## src/rtl/vdb_mem_read_arbiter.sv

```systemverilog
// Round-robin arbiter sharing one burst memory read port among NUM_REQ requesters.
// Optional stall watchdog enabled by defining VDB_ARB_TIMEOUT_EN.
module vdb_mem_read_arbiter #(
    parameter int unsigned NUM_REQ        = 4,
    parameter int unsigned BUS_WIDTH      = 512,
    parameter int unsigned LEN_W          = 8,
    parameter int unsigned TIMEOUT_CYCLES = 1024
) (
    input  logic                              clk,
    input  logic                              rst_n,
    input  logic [NUM_REQ-1:0]                req_valid,
    input  logic [NUM_REQ-1:0][31:0]          req_addr,
    input  logic [NUM_REQ-1:0][LEN_W-1:0]     req_beats,
    output logic [NUM_REQ-1:0]                req_ready,
    output logic [BUS_WIDTH-1:0]              rsp_data,
    output logic [NUM_REQ-1:0]                rsp_valid,
    output logic [NUM_REQ-1:0]                rsp_last,
    output logic                              mem_rd_en,
    output logic [31:0]                       mem_rd_addr,
    input  logic [BUS_WIDTH-1:0]              mem_rd_data,
    input  logic                              mem_rd_valid,
    output logic                              busy,
    output logic [$clog2(NUM_REQ)-1:0]        grant_id,
    output logic                              err_timeout
);

    localparam int unsigned ID_W      = $clog2(NUM_REQ);
    localparam int unsigned ADDR_STEP = BUS_WIDTH / 8;

    typedef enum logic {
        ARB_IDLE,
        ARB_STREAM
    } state_e;

    state_e             state_q;
    logic [ID_W-1:0]    rr_ptr_q;
    logic [ID_W-1:0]    grant_q;
    logic [31:0]        addr_q;
    logic [LEN_W-1:0]   beats_q;
    logic [LEN_W-1:0]   cnt_q;
    logic [NUM_REQ-1:0] req_ready_q;
    logic               rd_en_q;
    logic               busy_q;

    logic               pick_found_d;
    logic [ID_W-1:0]    pick_d;
    int unsigned        idx;
    logic               beat_c;
    logic               last_c;
    logic               timeout_c;
    logic [ID_W-1:0]    next_ptr_c;
    logic [NUM_REQ-1:0] grant_oh_c;

    // First requester at or above rr_ptr, wrapping modulo NUM_REQ.
    always_comb begin
        pick_found_d = 1'b0;
        pick_d       = '0;
        idx          = 0;
        for (int unsigned i = 0; i < NUM_REQ; i++) begin
            idx = 32'(rr_ptr_q) + i;
            if (idx >= NUM_REQ) begin
                idx = idx - NUM_REQ;
            end
            if (!pick_found_d && req_valid[ID_W'(idx)]) begin
                pick_found_d = 1'b1;
                pick_d       = ID_W'(idx);
            end
        end
    end

    assign beat_c     = (state_q == ARB_STREAM) && mem_rd_valid;
    assign last_c     = (cnt_q == beats_q - LEN_W'(1));
    assign next_ptr_c = (32'(grant_q) == NUM_REQ - 1) ? '0 : grant_q + ID_W'(1);
    assign grant_oh_c = NUM_REQ'(1) << grant_q;

    // Beat return path is combinational so requesters see data with no added latency.
    assign rsp_data  = mem_rd_data;
    assign rsp_valid = beat_c ? grant_oh_c : '0;
    assign rsp_last  = (beat_c && last_c) ? grant_oh_c : '0;

`ifdef VDB_ARB_TIMEOUT_EN
    localparam int unsigned STALL_W = $clog2(TIMEOUT_CYCLES + 1);

    logic [STALL_W-1:0] stall_q;
    logic               err_q;

    assign timeout_c = (state_q == ARB_STREAM) && !mem_rd_valid &&
                       (stall_q == STALL_W'(TIMEOUT_CYCLES - 1));

    // Stall watchdog: counts beat-less streaming cycles, cleared while idle or on a beat.
    always_ff @(posedge clk or negedge rst_n) begin
        if (!rst_n) begin
            stall_q <= '0;
            err_q   <= 1'b0;
        end else begin
            err_q <= timeout_c;
            if ((state_q != ARB_STREAM) || mem_rd_valid || timeout_c) begin
                stall_q <= '0;
            end else begin
                stall_q <= stall_q + STALL_W'(1);
            end
        end
    end

    assign err_timeout = err_q;
`else
    assign timeout_c   = 1'b0;
    assign err_timeout = 1'b0;
`endif

    // Arbitration and burst sequencing.
    always_ff @(posedge clk or negedge rst_n) begin
        if (!rst_n) begin
            state_q     <= ARB_IDLE;
            rr_ptr_q    <= '0;
            grant_q     <= '0;
            addr_q      <= '0;
            beats_q     <= '0;
            cnt_q       <= '0;
            req_ready_q <= '0;
            rd_en_q     <= 1'b0;
            busy_q      <= 1'b0;
        end else begin
            req_ready_q <= '0;
            case (state_q)
                ARB_IDLE: begin
                    if (pick_found_d) begin
                        grant_q     <= pick_d;
                        addr_q      <= req_addr[pick_d];
                        beats_q     <= (req_beats[pick_d] == '0) ? LEN_W'(1) : req_beats[pick_d];
                        cnt_q       <= '0;
                        req_ready_q <= NUM_REQ'(1) << pick_d;
                        rd_en_q     <= 1'b1;
                        busy_q      <= 1'b1;
                        state_q     <= ARB_STREAM;
                    end
                end
                ARB_STREAM: begin
                    if (beat_c) begin
                        cnt_q  <= cnt_q + LEN_W'(1);
                        addr_q <= addr_q + 32'(ADDR_STEP);
                    end
                    if ((beat_c && last_c) || timeout_c) begin
                        rd_en_q  <= 1'b0;
                        busy_q   <= 1'b0;
                        rr_ptr_q <= next_ptr_c;
                        state_q  <= ARB_IDLE;
                    end
                end
                default: state_q <= ARB_IDLE;
            endcase
        end
    end

    assign req_ready   = req_ready_q;
    assign mem_rd_en   = rd_en_q;
    assign mem_rd_addr = addr_q;
    assign busy        = busy_q;
    assign grant_id    = grant_q;

endmodule
```

## config.mk

```make
export PLATFORM = sky130hd
export DESIGN_NAME = vdb_mem_read_arbiter
export DESIGN_NICKNAME = d
export VERILOG_FILES = /design/src/rtl/vdb_mem_read_arbiter.sv
export SDC_FILE = /design/constraint.sdc
export NUM_CORES = 1
export LEC_CHECK = 0
export ABC_AREA = 0
export ABC_CLOCK_PERIOD_IN_PS = 2800
export CORE_AREA = 2 2 482 484
export DETAILED_ROUTE_END_ITERATION = 7
export DIE_AREA = 0 0 484 486
export PLACE_DENSITY_LB_ADDON = 0.15
export SETUP_SLACK_MARGIN = 0.5
export SLEW_MARGIN = 20
export SYNTH_ARGS = -nofsm -noshare
export SYNTH_HDL_FRONTEND = slang
export SYNTH_SLANG_ARGS = --single-unit
```

## constraint.sdc

```tcl
create_clock -name clk -period 2.8 [get_ports clk]
set_clock_uncertainty 0.15 [all_clocks]
set_input_delay 0.56 -clock clk [delete_from_list [all_inputs] [get_ports clk]]
set_output_delay 0.56 -clock clk [all_outputs]
set_load 0.1 [all_outputs]
```

==> impl_metrics.prom <==
# TYPE chip_impl_metric gauge
chip_impl_info{name="run_status",value="finished with violations"} 1
chip_impl_info{name="failed_checks",value="setup timing"} 1
chip_impl_info{name="critical_path.reg2reg.endpoint",value="rr_ptr_q[0]$_DFFE_PN0P_"} 1
chip_impl_metric{name="clock_latency",unit="ns"} 0.41
chip_impl_metric{name="clk_pin_slew",unit="ns"} 0.06
chip_impl_metric{name="cap_viol_max_count",unit=""} 0
chip_impl_metric{name="net_sw_share",unit="%"} 55.8
chip_impl_info{name="startpoint_class",value="flop"} 1
chip_impl_metric{name="clock_tree.buffer_depth",unit=""} 2
chip_impl_metric{name="dieHeight",unit="um"} 486
chip_impl_info{name="synth_top_cell_by_area",value="buf_4"} 1
chip_impl_info{name="crit_path_cell_trace",value="buf_6 > or2_4 > nor4_4 > a21oi_1 > a21o_1 > a21o_1 > a21oi_4 > buf_12 > and2_4 > buf_12"} 1
chip_impl_info{name="cts_root_buffer",value="clkbuf_16"} 1
chip_impl_metric{name="share_of_post_route_cells_with_drive_strength_above_1",unit="%"} 32.3
chip_impl_metric{name="fmax",unit="MHz"} 316
chip_impl_metric{name="initial_core_util",unit="%"} 3.62
chip_impl_metric{name="r2r_slack",unit="ns"} 0.24
chip_impl_metric{name="share_clk_of_total_power",unit="%"} 13.6
chip_impl_info{name="cp-end-kind",value="primary output"} 1
chip_impl_info{name="yosys-top-cells-area",value="buf_4 46%, dfrtp_1 17%, nand2_1 8.7%"} 1
chip_impl_metric{name="pwr-share-comb",unit="%"} 70.2
chip_impl_metric{name="route.detailed.wl_per_inst",unit="um"} 32.7
chip_impl_metric{name="setup_viol",unit=""} 4
chip_impl_metric{name="delay_contributed_by_the_slowest_stage_of_the_critical_path",unit="ns"} 0.41
chip_impl_metric{name="gr-usage-all-layers",unit="%"} 10.8
chip_impl_metric{name="intPower",unit="W"} 0.00465
chip_impl_metric{name="vdd.ir_drop.worst",unit="mV"} 0.384
chip_impl_metric{name="yosysSeqAreaShare",unit="%"} 17.5
chip_impl_metric{name="worst_r2r_path_depth",unit=""} 11
chip_impl_metric{name="finalHoldViolations",unit=""} 0
chip_impl_metric{name="placed_area",unit="sq um"} 11400
chip_impl_metric{name="die_width",unit="um"} 484
chip_impl_metric{name="powerDensity",unit="nW/um^2"} 841
chip_impl_metric{name="synth.ff_latch_count",unit=""} 58
chip_impl_metric{name="final.period_utilization",unit="%"} 113
chip_impl_metric{name="routabilityCongestion",unit=""} 0.794
chip_impl_metric{name="max_slew.worst_pin.slew",unit="ns"} 0.580
chip_impl_info{name="synth_top_flop_cell",value="dfrtp_1"} 1
chip_impl_metric{name="number_of_placed_instances_taps_included",unit=""} 3956
chip_impl_metric{name="ys_warn_count",unit=""} 0
chip_impl_metric{name="asyncSetResetFlopFracSynth",unit="%"} 100
chip_impl_metric{name="cts_num_sinks",unit=""} 58
chip_impl_info{name="timing.setup.critical_path_class",value="flop to primary output"} 1
chip_impl_metric{name="hold_depth",unit=""} 2
chip_impl_metric{name="num_rows",unit=""} 176
chip_impl_metric{name="power.sequential.fraction",unit="%"} 16.2
chip_impl_metric{name="worstPathRequired",unit="ns"} 2.09
chip_impl_metric{name="post_route_drc",unit=""} 0
chip_impl_metric{name="num_io_pins",unit=""} 1240
chip_impl_metric{name="final_cell_count_no_fill",unit=""} 4003
chip_impl_metric{name="maxSlewHeadroom",unit="%"} 61.3
chip_impl_info{name="mostFrequentLayoutCells",value="189 x nand2_1, 160 x clkdlybuf4s50_1, 143 x buf_4"} 1
chip_impl_info{name="layout_commonest_cell",value="nand2_1"} 1
chip_impl_metric{name="postSynthCellCount",unit=""} 1161
chip_impl_metric{name="first_global_vias",unit=""} 7642
chip_impl_metric{name="setup_ws",unit="ns"} -0.360
chip_impl_metric{name="cts-htree-levels",unit=""} 3
chip_impl_metric{name="worst-path-max-fanout",unit=""} 6
chip_impl_metric{name="placeableCoreArea",unit="sq um"} 229000
chip_impl_info{name="worstReg2RegStart",value="beats_q[0]$_DFFE_PN0P_"} 1
chip_impl_info{name="timing.hold.worst.class",value="flop to flop"} 1
chip_impl_metric{name="area_grow_syn2layout",unit="%"} 50.5
chip_impl_metric{name="largest_net_degree_at_the_start_of_global_routing",unit=""} 27
chip_impl_metric{name="synth.distinct_cells",unit=""} 51
chip_impl_metric{name="num_vias",unit=""} 7246
chip_impl_metric{name="postLayoutCoreUtil",unit="%"} 5.45
chip_impl_info{name="unrepaired_setup_endpoints_after_global_routing",value="yes"} 1
chip_impl_info{name="whs_endpoint",value="mem_rd_addr[3]$_DFFE_PN0P_"} 1
chip_impl_metric{name="postRouteAntennaNets",unit=""} 0
chip_impl_metric{name="design_area",unit="sq um"} 12500
chip_impl_metric{name="drv_slew",unit=""} 0
chip_impl_metric{name="synthesis.area",unit="sq um"} 8300
chip_impl_info{name="hold_path_startpoint",value="mem_rd_addr[3]$_DFFE_PN0P_"} 1
chip_impl_info{name="tritoncts",value="yes"} 1
chip_impl_metric{name="power.static_leakage",unit="nW"} 3.89
chip_impl_metric{name="syn-mean-instance-area",unit="sq um"} 7.15
chip_impl_metric{name="final.min_clock_period",unit="ns"} 3.16
chip_impl_info{name="cpMaxStageDelayCell",value="dfrtp_1"} 1
chip_impl_metric{name="finalNetCount",unit=""} 1655
chip_impl_metric{name="route.final.wire_length",unit="mm"} 131
chip_impl_metric{name="post_drt_via_cell_ratio",unit=""} 1.81
chip_impl_metric{name="drt_pass1_iterations",unit=""} 5
chip_impl_metric{name="antenna_found_initial",unit=""} 10
chip_impl_metric{name="synth.net_count",unit=""} 1847
chip_impl_metric{name="sw_power",unit="W"} 0.00586
chip_impl_metric{name="post-synth-top-area-fraction",unit="%"} 46.5
chip_impl_metric{name="globalRoute.totalOverflow",unit=""} 0
chip_impl_metric{name="arrival_time_reported_for_the_critical_path_endpoint",unit="ns"} 2.45
chip_impl_metric{name="hpwl",unit="mm"} 121
chip_impl_metric{name="first_iter_violations",unit=""} 345
chip_impl_metric{name="synth_edf_count",unit=""} 0
chip_impl_metric{name="wire_length_of_the_first_global_routing_pass",unit="mm"} 150
chip_impl_metric{name="cts_made_buffers",unit=""} 9
chip_impl_metric{name="port_buffers",unit=""} 214
chip_impl_metric{name="floorplan.die_area",unit="sq um"} 235000
==> synth_stat cells (8+ instances only) <==
master,instances
buf_4,514
nand2_1,193
nand3_1,97
dfrtp_1,58
a21oi_1,41
o21ai_0,34
nor2_1,30
clkbuf_1,27
nand4_1,14
and3_1,13
buf_2,12
xnor2_1,10
and2_1,9
buf_1,9
inv_1,9
a31oi_1,8
==> worst max-delay path by stage <==
stage	start	endpoint	slack (ns)	cells past startpoint
floorplan	beats_q[0]$_DFFE_PN0P_	rsp_last[0]	0.16	9
global placement	req_valid[0]	mem_rd_addr[24]$_DFFE_PN0P_	-0.82	11
detailed placement	req_valid[0]	mem_rd_addr[24]$_DFFE_PN0P_	-0.81	11
CTS	beats_q[0]$_DFFE_PN0P_	rsp_last[3]	-0.47	11
global route	beats_q[0]$_DFFE_PN0P_	rsp_last[3]	-0.49	10
finish	beats_q[0]$_DFFE_PN0P_	rsp_last[3]	-0.36	10
==> per-stage QoR <==
stage	hold slack, ns	total power (W)	worst slack [ns]	setup TNS [ns]
after floorplan	0.114	0.00877	0.157	0
after global placement	0.316	0.00865	-0.818	-21.98
after detailed placement	0.319	0.00859	-0.806	-20.39
after CTS	0.338	0.0105	-0.470	-1.86
after global routing	0.353	0.0113	-0.494	-1.96
final	0.328	0.0105	-0.360	-1.42
==> per-layer routing <==
| layer | up-vias | GRT usage (%) | part of all wire, % | wire length [um] |
|---|---|---|---|---|
| li1 | 2922 | - | - | - |
| met1 | 3154 | 5.06 | 17 | 22000 |
| met2 | 920 | 18.7 | 49 | 64400 |
| met3 | 236 | 15.5 | 31 | 40300 |
| met4 | 14 | 2.99 | 2.9 | 3830 |
| met5 | - | 1.76 | 0.47 | 621 |
==> final cells by class <==
cell class	count	area (sq um)
Tap cell	3026	3790
Clock buffer	12	256
Multi-Input combinational cell	532	3180
Fill cell	27100	217000
Timing Repair Buffer	359	3670
Antenna cell	3	7.51
Sequential cell	58	1490
Clock inverter	4	75.1
Inverter	9	33.8
==> timing repair <==
item	in CTS	in global routing
gates resized for setup	58	65
setup endpoints to repair	66	33
gates cloned	1	1
hold buffers	1	0
endpoints found under the hold margin	23	0
pin swaps	12	25
buffers inserted	15	10
==> power by group through the flow <==
stage          clock network, W  logic (W)  registers (W)
2_1_floorplan                 0    0.00554        0.00323
6_report                0.00143    0.00737        0.00170
5_1_grt                 0.00156    0.00795        0.00177
3_5_place_dp                  0    0.00686        0.00173
3_3_place_gp                  0    0.00691        0.00174
4_1_cts                 0.00156    0.00725        0.00173
==> state kept, by name, summed over array words and instances (netlist names) <==
register and count:
mem_rd_addr 32, beats_q 8, cnt_q 8, req_ready 4
grant_id 2, rr_ptr_q 2, mem_rd_en 1, state_q 1
==> critical path, delay by kind of cell, from the launching register on <==
family	cells	cell delay [ns]
simple gates	3	0.65
flops	1	0.41
compound gates	4	0.56
buf+inv	3	0.44
==> kinds of logic after synthesis <==
family                     after synthesis  share of synthesized area, %
buffers and inverters                  571                          49.2
other                                    1                        0.0452
and+or+nand+nor                        379                          20.6
xor gates and xnor gates                14                          1.57
DFF                                     58                          17.5
adders and majority gates                7                          1.05
muxes                                    3                         0.482
AOI/OAI and AO/OA                      128                          9.60
No activity file was read; power rests on OpenSTA's default activity.
